==> config.mk <==
export PLATFORM = sky130hd
export DESIGN_NAME = noise_est_sequencer
export DESIGN_NICKNAME = d
export VERILOG_FILES = /design/src/rtl/noise_est_sequencer.sv
export SDC_FILE = /design/constraint.sdc
export NUM_CORES = 1
export LEC_CHECK = 0
export CAP_MARGIN = 30
export CORE_MARGIN = 3
export CORE_UTILIZATION = 35
export CTS_CLUSTER_DIAMETER = 80
export DETAILED_ROUTE_END_ITERATION = 12
export PLACE_DENSITY = 0.64
export SKIP_CTS_REPAIR_TIMING = 1
export SLEW_MARGIN = 20
export SYNTH_ARGS = -nofsm -noshare
export SYNTH_HDL_FRONTEND = slang
export SYNTH_SLANG_ARGS = --single-unit
==> constraint.sdc <==
create_clock -name clk -period 2.3 [get_ports clk]
set_clock_uncertainty 0.2 [all_clocks]
set_input_delay 0.345 -clock clk [delete_from_list [all_inputs] [get_ports clk]]
set_output_delay 0.345 -clock clk [all_outputs]
set_load 0.05 [all_outputs]
==> src/rtl/noise_est_sequencer.sv <==
// Noise-estimator sequencer: frames the incoming pixel stream into blocks for
// an external noise estimator, then waits (bounded) for the frame result.
module noise_est_sequencer #(
  parameter int unsigned DATA_WIDTH       = 8,
  parameter int unsigned TOTAL_SAMPLES    = 4,
  parameter int unsigned BLOCKS_PER_FRAME = 4,
  parameter int unsigned TIMEOUT_CYCLES   = 1024
) (
  input  logic                    clk,
  input  logic                    rst,
  input  logic                    frame_start,
  input  logic [DATA_WIDTH-1:0]   pix_in,
  input  logic                    pix_valid,
  output logic                    pix_ready,
  output logic                    ne_start_of_frame,
  output logic                    ne_end_of_frame,
  output logic                    ne_start_data,
  output logic                    ne_end_data,
  output logic                    ne_data_valid,
  output logic [DATA_WIDTH-1:0]   ne_data,
  input  logic [2*DATA_WIDTH-1:0] estimated_noise,
  input  logic                    estimated_noise_ready,
  output logic [2*DATA_WIDTH-1:0] noise_out,
  output logic                    noise_valid,
  output logic                    busy,
  output logic                    timeout_err,
  output logic [15:0]             frames_done
);

  localparam int unsigned SW = $clog2(TOTAL_SAMPLES + 1);
  localparam int unsigned BW = $clog2(BLOCKS_PER_FRAME + 1);
  localparam int unsigned TW = $clog2(TIMEOUT_CYCLES + 1);

  typedef enum logic [2:0] {IDLE, START, DATA, END, WAIT_RES} state_t;

  state_t        state;
  logic [SW-1:0] sample_cnt;
  logic [BW-1:0] block_cnt;
  logic [TW-1:0] wait_cnt;

  // Single-process FSM; every output is a register updated with the state
  // being entered so it is valid for the whole cycle spent in that state.
  always_ff @(posedge clk or posedge rst) begin
    if (rst) begin
      state             <= IDLE;
      sample_cnt        <= '0;
      block_cnt         <= '0;
      wait_cnt          <= '0;
      pix_ready         <= 1'b0;
      ne_start_of_frame <= 1'b0;
      ne_end_of_frame   <= 1'b0;
      ne_start_data     <= 1'b0;
      ne_end_data       <= 1'b0;
      ne_data_valid     <= 1'b0;
      ne_data           <= '0;
      noise_out         <= '0;
      noise_valid       <= 1'b0;
      busy              <= 1'b0;
      timeout_err       <= 1'b0;
      frames_done       <= '0;
    end else begin
      ne_start_of_frame <= 1'b0;
      ne_start_data     <= 1'b0;
      ne_end_data       <= 1'b0;
      ne_data_valid     <= 1'b0;
      noise_valid       <= 1'b0;

      case (state)
        IDLE: begin
          if (frame_start) begin
            state             <= START;
            busy              <= 1'b1;
            timeout_err       <= 1'b0;
            ne_start_data     <= 1'b1;
            ne_start_of_frame <= (block_cnt == '0);
            ne_end_of_frame   <= (BLOCKS_PER_FRAME == 1);
          end
        end

        START: begin
          state     <= DATA;
          pix_ready <= 1'b1;
        end

        DATA: begin
          if (pix_valid) begin
            ne_data       <= pix_in;
            ne_data_valid <= 1'b1;
            sample_cnt    <= SW'(sample_cnt + SW'(1));
            if (sample_cnt == SW'(TOTAL_SAMPLES - 1)) begin
              state       <= END;
              pix_ready   <= 1'b0;
              ne_end_data <= 1'b1;
            end
          end
        end

        END: begin
          sample_cnt <= '0;
          if (block_cnt != BW'(BLOCKS_PER_FRAME - 1)) begin
            block_cnt       <= BW'(block_cnt + BW'(1));
            state           <= START;
            ne_start_data   <= 1'b1;
            ne_end_of_frame <= (BW'(block_cnt + BW'(1)) == BW'(BLOCKS_PER_FRAME - 1));
          end else begin
            block_cnt       <= '0;
            state           <= WAIT_RES;
            ne_end_of_frame <= 1'b0;
            wait_cnt        <= '0;
          end
        end

        WAIT_RES: begin
          if (estimated_noise_ready) begin
            noise_out   <= estimated_noise;
            noise_valid <= 1'b1;
            frames_done <= frames_done + 16'd1;
            state       <= IDLE;
            busy        <= 1'b0;
          end else if (wait_cnt == TW'(TIMEOUT_CYCLES - 1)) begin
            timeout_err <= 1'b1;
            state       <= IDLE;
            busy        <= 1'b0;
          end else begin
            wait_cnt <= TW'(wait_cnt + TW'(1));
          end
        end

        default: begin
          state     <= IDLE;
          busy      <= 1'b0;
          pix_ready <= 1'b0;
        end
      endcase
    end
  end

endmodule

==> out/metrics.cfg, run 1 <==
[clock_tree]
h-tree-depth=3
number_of_buffers_created_by_cts=9
clock_path_buffers=2
cts_tree=built
cts_root_buf=clkbuf_8
clkLatencyLatePin_ns=0.34
clock_transition_at_the_register_clock_pins_on_the_worst_setup_and_hold_paths_after_cts_ns=0.07
cts.sinks=69

[floorplan]
die_x_um=99.5
die_y_um=99.5
top_level_ports=78
core_area_um2=8340
floorplan.rows=33
fp.dieArea_um2=9890
start_util=0.366

[timing]
unrepaired_setup_endpoints_after_global_routing=no
setup-violations-final=0
setup-tns-final_ns=0
worst_slew_pin_slew_ns=0.527
hold_viol=0
timing.fmax_mhz=458
slew_viol_final=0
min_period_over_period=0.950
hold_ws_ns=0.198
worst_slew_margin_rel=0.648
finalCriticalPeriod_ns=2.18

[worst_setup_path]
required_ns=1.75
critPathTopFamily=buffers and inverters
worst-path-stages=1
standard_cell_with_the_maximum_stage_delay_on_the_critical_path=clkdlybuf4s50_1
path_max_fanout=6
critPathCaptureType=output port
path_class=reg2out
cp.arrival_ns=1.64
critPathMaxStageDelay_ns=0.85
worstPathBufferInverterCount=1
timing.critical_path.cells=clkdlybuf4s50_1
start_kind=flip-flop
worst_r2r_path_depth=6

[yosys]
synth_enable_flop_cells=0
share_of_synthesized_cell_area_in_full_adder_half_adder_and_majority_cells=0.0368
post_synth_xor_area_fraction=0.0487
proportion_of_synthesized_area_in_mux_cells=0.0626
main_combinational_cell_family_by_area_after_synthesis=simple AND/OR/NAND/NOR gates
synth_warnings=0
ys_types=41
yosysSeqAreaShare=0.565
synth_fp_nets=310
syn-instance-count=272
synth_compound_area_frac=0.0753
most_frequently_used_flop_master_after_synthesis=dfrtp_1
synth.avg_cell_area_um2=11.2
yosys_register_bits=69
ys_async_sr_fraction=1.00
mappedNetlistArea_um2=3060
yosys.area_share.simple=0.178

[pwr]
power-per-cell-area_nw_per_um2=1160
combPwrFrac=0.427
seq_power_share=0.351
p_sw_frac=0.404
power_leakage_nw=1.89
fin_total_pwr_mw=4.85
power.net_switching_mw=1.96
clock_power_share=0.222
cell_internal_pwr_mw=2.89
worst_ir_drop_vdd_v=0.000658

[run_status]
outcome=finished clean

[layout]
insertedDiodeCount=0
syn2layout_area_growth_pct=37.4
number_of_standard_cells_in_the_final_layout_excluding_fillers=467
mostFrequentLayoutCells=clkdlybuf4s50_1 (77), dfrtp_1 (69), nand2_1 (47)
mostFrequentLayoutCell=clkdlybuf4s50_1
layout.nets=396
fin_util=0.504
drive_gt1_frac=0.146
fillerInstances=773

[routing]
detail-route-antenna-nets=0
detail_route.vias_per_cell=4.90
postRouteWirelength_um=6440
drc_errors=0
routed_length_per_instance_um=13.8
drt-pass1-iter-count=4
drtIter0Drc=74
dr_total_vias=2287

[grt]
grt_pass1_wl_um=11200
grt_overflow=0
met1_grt_util=0.186
met3_track_demand_over_resource_in_global_routing=0.0547
grt-busiest-layer=met2
grtUsageTotal=0.142
number_of_global_route_vias_before_repair=2387
antenna_found_initial=0
grt_start_max_net_pins=70
grt_use_met2=0.207

[placement]
place.detailed.instances=452
numPortBuffers=77
finalWeightedCongestion=0.858
place_hpwl_um=4460

[min_path]
worst_hold_path_type=in2async

[flow_run]
cap_violations=0

-- through the flow --
step	setup WS, ns	instance area [um^2]
after floorplan	0.0151	3060
after detailed placement	0.206	3990
final	0.115	4200
after global placement	0.234	3990
after global routing	0.0691	4200
after CTS	0.0928	4200
-- sequential cells by signal, summed over array words and instances, names as in the netlist, 3 cells and up --
register	count
wait_cnt	11
ne_data	8
state	3
block_cnt	3
noise_out	16
sample_cnt	3
frames_done	16
-- area by class of cell --
class | instances | area [um^2] | share of cell area
sequential | 69 | 1730 | 0.411
multi-input combinational | 183 | 1230 | 0.293
timing repair buffer | 87 | 871 | 0.207
clock buffer | 10 | 138 | 0.0328
tap | 105 | 131 | 0.0313
clock inverter | 5 | 75.1 | 0.0179
inverter | 8 | 30.0 | 0.00715
-- metal layers --
metal,up-vias,share of wire
met5,-,0
met4,0,0.017
met3,9,0.083
met2,58,0.45
met1,1100,0.45
li1,1120,-
-- cell usage after synthesis, types with 3 or more instances --
master    count  area (um^2)
buf_2         3         15.0
and4_1        3         26.3
clkbuf_1      5         18.8
mux2_2       17          191
a21oi_1       3         15.0
a31oi_1       4         25.0
dfrtp_1      69         1730
nand3_1      15         75.1
or2_2         3         18.8
xor2_1        3         26.3
nand4_1       6         37.5
and3_1        7         43.8
ha_1          9          113
xnor2_1      14          123
o21ai_0      13         65.1
nor2_1        9         33.8
nand2_1      47          176
inv_1         7         26.3
o31ai_1       7         52.6
-- cells by family (layout without fill, tap and decap cells) --
| group | count (synthesis) | after routing |
|---|---|---|
| AND/OR/NAND/NOR | 104 | 104 |
| flip-flops | 69 | 69 |
| AO/OA/AOI/OAI | 36 | 36 |
| buffers and inverters | 20 | 110 |
| XOR/XNOR | 17 | 17 |
| multiplexers | 17 | 17 |
| adder cells (fa/ha/maj) | 9 | 9 |
-- final timing paths --
check	from	end	slack [ns]
min	rst	wait_cnt[5]$_DFFE_PP0P_	0.20
min in group clk	ne_data[7]$_DFFE_PP0P_	ne_data[7]$_DFFE_PP0P_	0.28
max reg2reg	wait_cnt[0]$_DFFE_PP0P_	wait_cnt[2]$_DFFE_PP0P_	0.35
min reg2reg	ne_data[7]$_DFFE_PP0P_	ne_data[7]$_DFFE_PP0P_	0.28
max in group asynchronous	rst	noise_out[14]$_DFFE_PP0P_	1.41
max	frames_done[5]$_DFFE_PP0P_	frames_done[5]	0.12
-- power by group through the flow --
| stage | sequential (mW) | clock, mW | combinational [mW] |
|---|---|---|---|
| finish | 1.70 | 1.08 | 2.07 |
| global route | 1.75 | 1.17 | 2.23 |
| CTS | 1.71 | 1.12 | 2.10 |
| detailed placement | 1.73 | 0 | 2.09 |
| global placement | 1.71 | 0 | 2.07 |
| floorplan | 2.54 | 0 | 0.574 |
Power figures use the tool's default switching activity.
==> inputs of run 2 (changes only) <==
Settings changed: RECOVER_POWER from default to 50.
==> run 2 against run 1 <==
- clock power about the same
- cell count unchanged
- wire length down 0.50%
- core utilization down 0.26 points
- sequential power about the same
- combinational power about the same
- largest cell class unchanged
- highest routed layer unchanged
==> out/metrics.cfg, run 2 (same netlist as run 1, synthesis figures left out) <==
[worst_setup_path]
standard_cell_with_the_maximum_stage_delay_on_the_critical_path=clkdlybuf4s50_1
critPathMaxStageDelay_ns=0.85  ; about the same
path_max_fanout=6  ; unchanged
cp-startpoint=frames_done[5]$_DFFE_PP0P_
critPathCaptureType=output port
critPathTopFamily=buffers and inverters
worst_r2r_path_depth=5  ; -1
start_kind=flip-flop
worst_r2r_startpoint=state[0]$_DFFE_PP0P_
worst-path-stages=1  ; unchanged
cp.arrival_ns=1.63  ; about the same
r2r_slack_ns=0.29  ; -0.06 ns
timing.critical_path.cells=clkdlybuf4s50_1
rr_endpoint=wait_cnt[2]$_DFFE_PP0P_
required_ns=1.75  ; about the same
worstPathBufferInverterCount=1  ; unchanged
path_class=reg2out

[pwr]
combPwrFrac=0.424  ; -0.003
worst_ir_drop_vdd_v=0.000658  ; +0.11%
seq_power_share=0.353  ; +0.002
clock_power_share=0.223  ; about the same
cell_internal_pwr_mw=2.87  ; -0.65%
p_sw_frac=0.406  ; +0.00144
power_leakage_nw=1.88  ; -0.62%
power.net_switching_mw=1.96  ; about the same
power-per-cell-area_nw_per_um2=1160  ; about the same
fin_total_pwr_mw=4.83  ; -0.41%

[timing]
hold_ws_ns=0.280  ; +0.0818 ns
worst_slew_margin_rel=0.377  ; -0.270
slew_viol_final=0  ; unchanged
min_period_over_period=0.948  ; -0.00223
setup-tns-final_ns=0  ; unchanged
setup-violations-final=0  ; unchanged
worst_slew_pin_slew_ns=0.934  ; +0.407 ns
timing.fmax_mhz=459  ; +0.24%
hold_viol=0  ; unchanged
unrepaired_setup_endpoints_after_global_routing=no
finalCriticalPeriod_ns=2.18  ; -0.00513 ns

[routing]
postRouteWirelength_um=6410  ; -0.50%
routed_length_per_instance_um=13.7  ; -0.50%
drtIter0Drc=84  ; +14%
drt-pass1-iter-count=4  ; unchanged
dr_total_vias=2280  ; -0.31%
detail_route.vias_per_cell=4.88  ; -0.31%
drc_errors=0  ; unchanged
detail-route-antenna-nets=0  ; unchanged

[floorplan]
floorplan.rows=33  ; unchanged
die_x_um=99.5  ; unchanged
start_util=0.366  ; unchanged
die_y_um=99.5  ; unchanged
core_area_um2=8340  ; unchanged
fp.dieArea_um2=9890  ; unchanged
top_level_ports=78  ; unchanged

[layout]
seq_area_um2=1730  ; unchanged
reg_top3=frames_done: 16 flops, noise_out: 16 flops, wait_cnt: 11 flops
insertedDiodeCount=0  ; unchanged
drive_gt1_frac=0.130  ; -0.0166
syn2layout_area_growth_pct=36.7
mostFrequentLayoutCell=clkdlybuf4s50_1
layout.nets=396  ; unchanged
multi_input_comb_area_um2=1230  ; -0.10%
fillerInstances=776  ; +0.39%
mostFrequentLayoutCells=clkdlybuf4s50_1 (76), dfrtp_1 (69), nand2_1 (47)

[clock_tree]
cts_tree=built
cts_root_buf=clkbuf_8
h-tree-depth=3  ; unchanged
clkLatencyLatePin_ns=0.34  ; about the same
clock_path_buffers=2  ; unchanged
cts.sinks=69  ; unchanged
number_of_buffers_created_by_cts=9  ; unchanged
clock_transition_at_the_register_clock_pins_on_the_worst_setup_and_hold_paths_after_cts_ns=0.08  ; about the same

[placement]
finalWeightedCongestion=0.858  ; unchanged
numPortBuffers=77  ; unchanged
place_hpwl_um=4460  ; unchanged

[flow_run]
cap_violations=0  ; unchanged

[grt]
antenna_found_initial=0  ; unchanged
grtUsageTotal=0.142  ; unchanged
grt_overflow=0  ; unchanged
grt_start_max_net_pins=70  ; unchanged
grt_pass1_wl_um=11200  ; unchanged
number_of_global_route_vias_before_repair=2387  ; unchanged

[min_path]
timing.hold.worst_endpoint=ne_data[7]$_DFFE_PP0P_
worst_hold_path_type=reg2reg
holdCritStartpoint=ne_data[7]$_DFFE_PP0P_
min_delay_path_depth=2

[run_status]
outcome=finished clean

## run 2: cell count changes in the layout (fill, tap and decap cells not counted), sizes merged
cell / before / now
clkdlybuf4s50: 77 / 76
buf: 10 / 7
inv: 7 / 6
dlygate4sd3: 0 / 1
clkinv: 4 / 5
clkbuf: 10 / 13
## run 2: area by class of cell
class | instances | share of cell area
sequential | 69 | 0.413
multi-input combinational | 183 | 0.294
timing repair buffer | 87 | 0.204
clock buffer | 10 | 0.0329
tap | 105 | 0.0314
clock inverter | 5 | 0.0180
inverter | 8 | 0.00719
## run 2: how the worst max path moves through the flow
stage / slack (ns) / to
6_report: 0.12 / frames_done[5]
3_5_place_dp: 0.21 / frames_done[13]$_DFFE_PP0P_
4_1_cts: 0.09 / frames_done[5]
2_1_floorplan: 0.02 / block_cnt[0]$_DFFE_PP0P_
5_1_grt: 0.07 / frames_done[5]
3_3_place_gp: 0.23 / frames_done[13]$_DFFE_PP0P_
## run 2: per-stage QoR
stage	util	instance area [um^2]	instances	setup WS, ns
global route	0.501	4180	467	0.0691
finish	0.501	4180	467	0.120
detailed placement	0.478	3990	452	0.206
global placement	0.478	3990	452	0.234
floorplan	-	3060	272	0.0151
CTS	0.504	4200	467	0.0928
## run 2: tightest hold or removal path, cell delays in order, from the launching register on
cell	delay, ns
dfrtp_1	0.35
nand2_1	0.05
nand2_1	0.05
## run 2: power by group through the flow
stage,combinational (mW),sequential (mW),clock [mW]
2_1_floorplan,0.574,2.54,0
3_3_place_gp,2.07,1.71,0
3_5_place_dp,2.09,1.73,0
4_1_cts,2.10,1.71,1.12
5_1_grt,2.21,1.75,1.17
6_report,2.05,1.70,1.08
## run 2: layer usage
metal  part of all wire  vias to the layer above  track usage
met5                  0                        -            0
met3              0.080                        8       0.0547
met4              0.016                        0       0.0662
met2               0.44                       59        0.207
li1                   -                     1119            -
met1               0.46                     1094        0.186
==> inputs of run 3 (changes only) <==
Clock period 2.3 ns to 1.9 ns, I/O delays scaled along.
==> run 3 against run 2 <==
- clock power rose by 13%
- sequential power rose by 22%
- setup slack got worse by 0.043 ns
- clock-buffer cell count up 3
- total power increased by 16%
- first-iteration DRC count is 7.1% lower
- register-to-register slack worse by 0.21 ns
- non-clock buffer count rose by 13
- critical path depth increased by 2
- design area fell by 2.1%
- core utilization down 1.0 points
- critical path type is now reg2reg
- critical endpoint is now wait_cnt[10]$_DFFE_PP0P_
==> out/metrics.cfg, run 3 (same netlist as run 1, synthesis figures left out) <==
[floorplan]
die_x_um=99.5  ; unchanged
die_y_um=99.5  ; unchanged
top_level_ports=78  ; unchanged
floorplan.rows=33  ; unchanged
fp.dieArea_um2=9890  ; unchanged
start_util=0.366  ; unchanged
core_area_um2=8340  ; unchanged

[layout]
reg_top3=frames_done: 16 flops, noise_out: 16 flops, wait_cnt: 11 flops
mostFrequentLayoutCells=dfrtp_1 (69), buf_4 (49), nand2_1 (47)
mostFrequentLayoutCell=dfrtp_1
syn2layout_area_growth_pct=33.9
insertedDiodeCount=0  ; unchanged
drive_gt1_frac=0.253  ; +0.123
layout.nets=409  ; +3.3%

[clock_tree]
h-tree-depth=3  ; unchanged
cts_tree=built
clkLatencyLatePin_ns=0.33  ; about the same
cts.sinks=69  ; unchanged
cts_root_buf=clkbuf_8
clock_transition_at_the_register_clock_pins_on_the_worst_setup_and_hold_paths_after_cts_ns=0.07  ; about the same
number_of_buffers_created_by_cts=9  ; unchanged
clock_path_buffers=2  ; unchanged

[min_path]
worst_hold_path_type=in2reg

[grt]
grtUsageTotal=0.140  ; -0.00161
antenna_found_initial=0  ; unchanged
number_of_global_route_vias_before_repair=2336  ; -2.1%
grt_overflow=0  ; unchanged
grt_pass1_wl_um=11200  ; -0.30%
grt_start_max_net_pins=70  ; unchanged

[run_status]
outcome=finished clean

[pwr]
power-per-cell-area_nw_per_um2=1370  ; +18%
fin_total_pwr_mw=5.61  ; +16%
worst_ir_drop_vdd_v=0.000844  ; +28%
power_leakage_nw=1.94  ; +3.3%

[worst_setup_path]
start_kind=flip-flop
required_ns=1.92  ; +0.17 ns
path_max_fanout=3  ; -3
path_class=reg2reg
cp.arrival_ns=1.84  ; +0.21 ns
critPathCaptureType=flip-flop

[timing]
setup-tns-final_ns=0  ; unchanged
timing.fmax_mhz=549
worst_slew_pin_slew_ns=0.933  ; -0.000917 ns
post-route-worst-setup-slack_ns=0.0777  ; -0.0427 ns
worst_slew_margin_rel=0.378  ; +0.000612
slew_viol_final=0  ; unchanged
hold_viol=0  ; unchanged
finalCriticalPeriod_ns=1.82
setup-violations-final=0  ; unchanged
hold_ws_ns=0.272  ; -0.00741 ns
min_period_over_period=0.959

[routing]
dr_total_vias=2363  ; +3.6%
drt-pass1-iter-count=4  ; unchanged
detail_route.vias_per_cell=4.91  ; +0.62%
drtIter0Drc=78  ; -7.1%
detail-route-antenna-nets=0  ; unchanged
routed_length_per_instance_um=13.5  ; -1.6%
drc_errors=0  ; unchanged
postRouteWirelength_um=6500  ; +1.4%

[placement]
place_hpwl_um=4670  ; +4.7%
finalWeightedCongestion=0.880  ; +2.5%
place_worst_setup_slack_ns=-0.201  ; -0.407 ns
numPortBuffers=77  ; unchanged

[flow_run]
cap_violations=0  ; unchanged

[run 3: changes by cell type in the layout (fill, tap and decap cells not counted), sizes merged]
| cell | change |
|---|---|
| clkdlybuf4s50 | -49 |
| clkbuf | +22 |
| clkinvlp | +1 |
| bufinv | -1 |
| buf | +43 |
| clkinv | -2 |
[run 3: routing by layer]
layer	vias up	track usage	wire length, um
li1	1141	-	-
met1	1146	0.188	2930
met2	69	0.212	2940
met3	7	0.0568	558
met4	0	0.0378	65
met5	-	0	0
[run 3: per-stage QoR]
stage               cells  utilization  area, um^2
floorplan             272            -        3060
global placement      462        0.473        3940
detailed placement    462        0.473        3940
CTS                   478        0.497        4150
global route          481        0.491        4090
finish                481        0.491        4090
[run 3: power by group]
group / leakage (nW) / internal [mW] / total [mW] / switching [mW]
Combinational: 0.917 / 0.701 / 2.32 / 1.62
Sequential: 0.923 / 1.85 / 2.07 / 0.224
Clock: 0.104 / 0.680 / 1.22 / 0.536
Total: 1.94 / 3.23 / 5.61 / 2.38
[run 3: path summary, 6_finish.rpt]
kind / slack [ns] / start / cells past startpoint / end
worst max register to register: 0.08 / state[1]$_DFFE_PP0P_ / 3 / wait_cnt[10]$_DFFE_PP0P_
max in group asynchronous: 0.33 / rst / 3 / state[1]$_DFFE_PP0P_
min in group asynchronous: 0.55 / rst / 3 / frames_done[15]$_DFFE_PP0P_
worst min register to register: 0.28 / frames_done[15]$_DFFE_PP0P_ / 1 / frames_done[15]$_DFFE_PP0P_
worst max-delay path: 0.08 / state[1]$_DFFE_PP0P_ / 3 / wait_cnt[10]$_DFFE_PP0P_
worst min-delay path: 0.27 / pix_in[5] / 3 / ne_data[5]$_DFFE_PP0P_
[run 3: layout make-up]
class | count | area, um^2
tap | 105 | 131
clock buffer | 13 | 159
inverter | 8 | 33.8
multi-input combinational | 183 | 1240
fill | 792 | 4250
timing repair buffer | 100 | 754
clock inverter | 3 | 43.8
sequential | 69 | 1730
[run 3: critical path, stage by stage (launching register included)]
cell     delay, ns
dfrtp_1       0.42
or3b_1        0.47
or2_2         0.34
o311a_1       0.29
